<file path="src/rtl/pipelined_regfile_alu_datapath.sv">
// Two-stage register-file + ALU datapath with S2->S1 forwarding and a side load port.
// Stage S1 holds the issued op and reads operands; S2 holds the registered ALU result
// and writes it back when it leaves the pipeline.
// Optional feature: define DATAPATH_MUL_EN to enable alu_ctrl 4'b1100 = MUL (low XLEN bits).
module pipelined_regfile_alu_datapath #(
  parameter int unsigned XLEN          = 32,
  parameter int unsigned NREGS         = 32,
  parameter bit          REGFILE_RESET = 1'b1,
  localparam int unsigned AW           = (NREGS > 1) ? $clog2(NREGS) : 1
) (
  input  logic            clk,
  input  logic            reset,
  input  logic            in_valid,
  output logic            in_ready,
  input  logic [AW-1:0]   in_rs1,
  input  logic [AW-1:0]   in_rs2,
  input  logic [AW-1:0]   in_rd,
  input  logic [3:0]      in_alu_ctrl,
  input  logic            in_wen,
  input  logic            ld_en,
  output logic            ld_ready,
  input  logic [AW-1:0]   ld_addr,
  input  logic [XLEN-1:0] ld_data,
  output logic            out_valid,
  input  logic            out_ready,
  output logic [XLEN-1:0] out_result,
  output logic [AW-1:0]   out_rd,
  output logic            out_zero
);

  localparam int unsigned SW = $clog2(XLEN);

  localparam logic [3:0] ALU_AND  = 4'b0000;
  localparam logic [3:0] ALU_OR   = 4'b0001;
  localparam logic [3:0] ALU_ADD  = 4'b0010;
  localparam logic [3:0] ALU_XOR  = 4'b0011;
  localparam logic [3:0] ALU_SUB  = 4'b0110;
  localparam logic [3:0] ALU_SLT  = 4'b0111;
  localparam logic [3:0] ALU_SLL  = 4'b1000;
  localparam logic [3:0] ALU_SRL  = 4'b1001;
  localparam logic [3:0] ALU_SRA  = 4'b1010;
  localparam logic [3:0] ALU_SLTU = 4'b1011;
`ifdef DATAPATH_MUL_EN
  localparam logic [3:0] ALU_MUL  = 4'b1100;
`endif

  logic [XLEN-1:0] r_regs [NREGS];

  logic            r_s1_valid;
  logic [AW-1:0]   r_s1_rs1;
  logic [AW-1:0]   r_s1_rs2;
  logic [AW-1:0]   r_s1_rd;
  logic [3:0]      r_s1_ctrl;
  logic            r_s1_wen;

  logic            r_s2_valid;
  logic [XLEN-1:0] r_s2_result;
  logic [AW-1:0]   r_s2_rd;
  logic            r_s2_wen;

  logic            w_s2_adv;
  logic            w_issue;
  logic            w_wb;
  logic            w_ld_we;
  logic [XLEN-1:0] w_a;
  logic [XLEN-1:0] w_b;
  logic [SW-1:0]   w_shamt;
  logic [XLEN-1:0] w_alu;

  // Handshake and write-enable decode
  assign w_s2_adv = !r_s2_valid || out_ready;
  assign in_ready = !reset && !ld_en && (!r_s1_valid || w_s2_adv);
  assign w_issue  = in_valid && in_ready;
  assign w_wb     = r_s2_valid && out_ready && r_s2_wen && (r_s2_rd != '0);
  assign ld_ready = !reset && !w_wb;
  assign w_ld_we  = ld_en && ld_ready && (ld_addr != '0);

  assign out_valid  = r_s2_valid;
  assign out_result = r_s2_result;
  assign out_rd     = r_s2_rd;
  assign out_zero   = (r_s2_result == '0);

  // Operand read: x0 is hard zero, S2 result forwarded over a stale regfile entry
  always_comb begin
    w_a = '0;
    w_b = '0;
    if (r_s1_rs1 != '0) begin
      if (r_s2_valid && r_s2_wen && (r_s2_rd == r_s1_rs1)) w_a = r_s2_result;
      else                                                  w_a = r_regs[r_s1_rs1];
    end
    if (r_s1_rs2 != '0) begin
      if (r_s2_valid && r_s2_wen && (r_s2_rd == r_s1_rs2)) w_b = r_s2_result;
      else                                                  w_b = r_regs[r_s1_rs2];
    end
  end

  assign w_shamt = w_b[SW-1:0];

  // ALU: wrap-around arithmetic, unused codes yield zero
  always_comb begin
    w_alu = '0;
    case (r_s1_ctrl)
      ALU_AND:  w_alu = w_a & w_b;
      ALU_OR:   w_alu = w_a | w_b;
      ALU_ADD:  w_alu = w_a + w_b;
      ALU_XOR:  w_alu = w_a ^ w_b;
      ALU_SUB:  w_alu = w_a - w_b;
      ALU_SLT:  w_alu = XLEN'($signed(w_a) < $signed(w_b));
      ALU_SLTU: w_alu = XLEN'(w_a < w_b);
      ALU_SLL:  w_alu = w_a << w_shamt;
      ALU_SRL:  w_alu = w_a >> w_shamt;
      ALU_SRA:  w_alu = XLEN'($signed(w_a) >>> w_shamt);
`ifdef DATAPATH_MUL_EN
      ALU_MUL:  w_alu = w_a * w_b;
`else
`endif
      default:  w_alu = '0;
    endcase
  end

  // Register file: writeback has priority; loads are never granted in a writeback cycle
  always_ff @(posedge clk) begin
    if (reset) begin
      if (REGFILE_RESET) begin
        for (int i = 0; i < int'(NREGS); i++) r_regs[i] <= '0;
      end
    end else if (w_wb) begin
      r_regs[r_s2_rd] <= r_s2_result;
    end else if (w_ld_we) begin
      r_regs[ld_addr] <= ld_data;
    end
  end

  // Stage S1: captures the accepted op, empties when it moves on with nothing behind it
  always_ff @(posedge clk) begin
    if (reset) begin
      r_s1_valid <= 1'b0;
      r_s1_rs1   <= '0;
      r_s1_rs2   <= '0;
      r_s1_rd    <= '0;
      r_s1_ctrl  <= '0;
      r_s1_wen   <= 1'b0;
    end else if (w_issue) begin
      r_s1_valid <= 1'b1;
      r_s1_rs1   <= in_rs1;
      r_s1_rs2   <= in_rs2;
      r_s1_rd    <= in_rd;
      r_s1_ctrl  <= in_alu_ctrl;
      r_s1_wen   <= in_wen;
    end else if (w_s2_adv) begin
      r_s1_valid <= 1'b0;
    end
  end

  // Stage S2: registered result, held stable under backpressure
  always_ff @(posedge clk) begin
    if (reset) begin
      r_s2_valid  <= 1'b0;
      r_s2_result <= '0;
      r_s2_rd     <= '0;
      r_s2_wen    <= 1'b0;
    end else if (w_s2_adv) begin
      r_s2_valid <= r_s1_valid;
      if (r_s1_valid) begin
        r_s2_result <= w_alu;
        r_s2_rd     <= r_s1_rd;
        r_s2_wen    <= r_s1_wen;
      end
    end
  end

endmodule

</file>
<file path="config.mk">
export PLATFORM = sky130hd
export DESIGN_NAME = pipelined_regfile_alu_datapath
export DESIGN_NICKNAME = d
export VERILOG_FILES = /design/src/rtl/pipelined_regfile_alu_datapath.sv
export SDC_FILE = /design/constraint.sdc
export NUM_CORES = 2
export LEC_CHECK = 0
export BUFFER_PORTS_ARGS = -buffer_cell sky130_fd_sc_hd__buf_2
export CAP_MARGIN = 20
export CORE_ASPECT_RATIO = 2
export CORE_MARGIN = 5
export CORE_UTILIZATION = 24
export CTS_BUF_LIST = sky130_fd_sc_hd__clkbuf_4 sky130_fd_sc_hd__clkbuf_8 sky130_fd_sc_hd__clkbuf_16
export CTS_CLUSTER_SIZE = 10
export DETAILED_ROUTE_END_ITERATION = 10
export MAX_ROUTING_LAYER = met4
export PLACE_DENSITY = 0.42
export SYNTH_ARGS = -nofsm -noshare
export SYNTH_HDL_FRONTEND = slang
export SYNTH_SLANG_ARGS = --single-unit
</file>
<file path="constraint.sdc">
create_clock -name clk -period 8.6 [get_ports clk]
set_clock_uncertainty 0.05 [all_clocks]
set_input_delay 2.15 -clock clk [delete_from_list [all_inputs] [get_ports clk]]
set_output_delay 2.15 -clock clk [all_outputs]
set_load 0.01 [all_outputs]
</file>
==> flow_summary_export.csv <==
group,metric,value,unit
sta,slew_viol_final,0,
power_and_ir_drop,net-switching-power,4.99,mW
sta,timing.final.crit_period,7.90,ns
cts,clock_tree.buffer_depth,3,
grt,grt_first_pass_wirelength,475000,microns
die,dieWidth,377,microns
power_and_ir_drop,comb_pwr_share,25.6,%
logic_synthesis,synth_warnings,0,
routing,final_antenna_net_count,0,
placed_design,hpwlAfterDp,243000,microns
routing,finalWirelength,356000,microns
critical_path,cp_max_fo,8,
power_and_ir_drop,vdd.ir_drop.worst,171,uV
grt,grtUsageTotal,26.0,%
outcome,status,"finished clean",
logic_synthesis,synth.yosys.seq_area_share,49.8,%
cts,cts.htree.levels,3,
die,top_level_ports,103,
final_layout,post-route-util,27.7,%
logic_synthesis,yosysUniqueCellTypes,100,
routing,drcViolationCount,0,
routing,vias,48981,
sta,final.setup.tns,0,ns
logic_synthesis,ys_dominant_reg_cell,"edfxtp_1",
power_and_ir_drop,leakagePower,24.9,nW
grt,antenna_found_initial,52,
critical_path,arrival,8.50,ns
placed_design,placement.cell_area,70600,sq um
sta,achievable-frequency,127,MHz
final_layout,area_growth,15.2,%
grt,grt_start_max_net_pins,64,
power_and_ir_drop,power.share.switching,33.7,%
cts,postCtsSetupBuffers,0,
die,floorplan.rows,269,
grt,grt.overflow.total,0,
logic_synthesis,synth_cells,5109,
logic_synthesis,synth_enable_flop_cells,1024,
placed_design,gp_congestion,1.09,
cts,ctsResizeCount,0,
cts,clock_sink_count,1094,
flow_run,max_cap_violations,0,
cts,cts_made_buffers,121,
die,die_area,280000,sq um
sta,finalSetupViolCount,0,
cts,clockRootBuffer,"clkbuf_16",
cts,cts_tree,"yes",
cts,cts-hold-fix-buffers,0,
routing,detail_route.first_pass.iterations,6,
die,core-area,268000,sq um
logic_synthesis,post_synth_instance_area,64600,sq um
critical_path,critPathLaunchType,"flip-flop",
logic_synthesis,synth_top_cell_area_share,47.6,%
logic_synthesis,synthArstFlopShare,0,%
final_layout,post-route-cell-area,74400,sq um
sta,max_slew.worst_pin.slew,1.37,ns
critical_path,setup.worst_path.class,"flip-flop to flip-flop",
die,die_h,744,microns
power_and_ir_drop,internal_power,9.84,mW
cts,clock_latency_reported_for_the_late_side_of_the_worst_skew_pair,0.77,ns
routing,initialDrtViolationCount,4462,
routing,route.detailed.vias_per_inst,5.56,
power_and_ir_drop,seq_power_share,41.5,%
sta,finalHoldViolations,0,
critical_path,critical_path_required,9.20,ns
cts,clk_transition_reported_paths,0.07,ns
grt,number_of_global_route_vias_before_repair,50923,
logic_synthesis,synthesis.area_per_instance,12.6,sq um
placed_design,portBuffers,102,
sta,relSlewSlack,8.90,%
final_layout,final_nets,5359,
logic_synthesis,postSynthRegisterBits,1094,
logic_synthesis,synth_area_leader_cell,"edfxtp_1",
die,initial_utilization,24.1,%
power_and_ir_drop,power.density,199,nW/um^2
min_path,hp-class,"flip-flop to flip-flop",
power_and_ir_drop,pwr-share-clk,32.9,%
routing,drt-wirelength-per-cell,40.5,microns
critical_path,critPathCaptureType,"flip-flop",
final_layout,layout-drive-gt1-share,26.7,%
logic_synthesis,yosys-top-cells-area,"edfxtp_1 (48%), mux4_2 (20%), nor2_1 (6.7%)",
sta,rsz0062_at_grt,"no",
sta,final_min_period_over_clock_period,91.9,%
-- critical path: stages, from the launching register on --
cell and delay (ns):
dfxtp_1 0.29, buf_4 0.18, xnor2_1 0.18, and4_1 1.00, nand2_2 0.36, buf_4 0.31, a21o_1 0.23, inv_2 0.22
ha_1 0.70, a21oi_1 0.24, o21ai_0 0.58, o2bb2ai_1 0.35, nand4_1 0.34, a2111oi_2 0.60, buf_4 0.29, nor3_1 0.16
o311ai_0 0.64, a31oi_1 0.35, xnor2_1 0.20, o221a_2 0.23, a221oi_1 0.23
-- cells by family after synthesis --
family / after synthesis / share of synthesized area, %
and+or+nand+nor: 1690 / 10.9
xor gates and xnor gates: 33 / 0.448
adders and majority gates: 100 / 1.96
other: 1 / 0.00581
DFF: 1094 / 49.8
buffers and inverters: 587 / 4.17
muxes: 895 / 25.3
AOI/OAI and AO/OA: 709 / 7.48
-- power by group through the flow --
stage / clock network (mW) / logic, mW / registers (mW)
global route: 5.14 / 3.86 / 6.17
floorplan: 0 / 1.96 / 6.18
CTS: 4.97 / 3.57 / 6.15
detailed placement: 0 / 3.56 / 6.27
global placement: 0 / 3.58 / 6.25
finish: 4.88 / 3.79 / 6.16
-- registers in the layout, summed over array words and instances, names as in the netlist, named ones only --
name and flops:
r_s1_rd 5, r_regs 1024, r_s1_wen 1, out_valid 1, r_s1_rs1 5, r_s2_wen 1, r_s1_rs2 5, r_s1_ctrl 4
r_s1_valid 1, out_result 32, out_rd 5
-- worst paths after layout --
path	startpoint	endpoint	slack, ns	depth (start not counted)
max	out_rd[1]	out_result[23]	0.70	20
min	r_s1_rd[0]	r_s1_rd[0]	0.43	2
max reg2reg	out_rd[1]	out_result[23]	0.70	20
min reg2reg	r_s1_rd[0]	r_s1_rd[0]	0.43	2
-- cell usage after synthesis, types with 9 or more instances --
library cell and count:
nor2_1 1160, edfxtp_1 1024, mux4_2 587, clkbuf_1 333, mux2i_1 287, nand2_1 257
a21oi_1 180, o21ai_0 118, ha_1 98, inv_1 93, dfxtp_1 70, buf_2 64
nand2b_1 52, o211ai_1 43, nor3_1 37, o31ai_1 37, a221oi_1 36, buf_6 35
buf_1 33, or2_2 31, nand3_1 27, xnor2_1 25, a21o_1 24, a211oi_1 23
nand3b_1 22, o22ai_1 20, mux2_2 19, a22oi_1 18, a31oi_1 18, and2_1 17
o21a_1 17, nor2b_1 16, nor4_1 15, o21ai_1 15, buf_4 14, o21bai_1 14
nand4_1 12, a311oi_1 11, and3_1 11, o221ai_1 11, o2111ai_1 10, a2111oi_0 9
-- through the flow --
step	total power, mW	cells	setup WS, ns	hold slack [ns]
2_1_floorplan	8.14	5140	2.57	0.399
3_3_place_gp	9.83	8569	1.01	0.415
3_5_place_dp	9.83	8577	1.13	0.417
4_1_cts	14.7	8729	1.05	0.427
5_1_grt	15.2	8804	0.641	0.445
6_report	14.8	8809	0.699	0.426
-- metal layers --
metal,track usage (%),share of wire (%),routed length [microns],up-vias
met5,-,0,0,-
met3,6.92,6.4,22800,1279
met4,26.3,12,43500,0
met2,44.1,52,184000,2609
li1,-,-,-,19579
met1,22.7,30,106000,25514
-- final cells by class --
class                           count  area, sq um
Inverter                          101          389
Multi-Input combinational cell   3459        30600
Tap cell                         3523         4410
Clock inverter                     11          166
Timing Repair Buffer              420         3350
Fill cell                       27402       194000
Sequential cell                  1094        32200
Antenna cell                       60          150
Clock buffer                      141         3210
-- cells in the final DEF (no fill, tap or decap), drive strengths merged, types with 24 or more instances in the layout --
cell type	instances
nor2	1165
edfxtp	1024
mux4	587
buf	418
mux2i	288
nand2	260
a21oi	188
clkbuf	143
o21ai	135
inv	102
ha	98
dfxtp	70
diode	60
nand2b	52
o211ai	45
a221oi	40
nor3	39
o31ai	38
conb	32
or2	31
nand3	28
a211oi	28
xnor2	25
a21o	24
No activity file was read; power rests on OpenSTA's default activity.
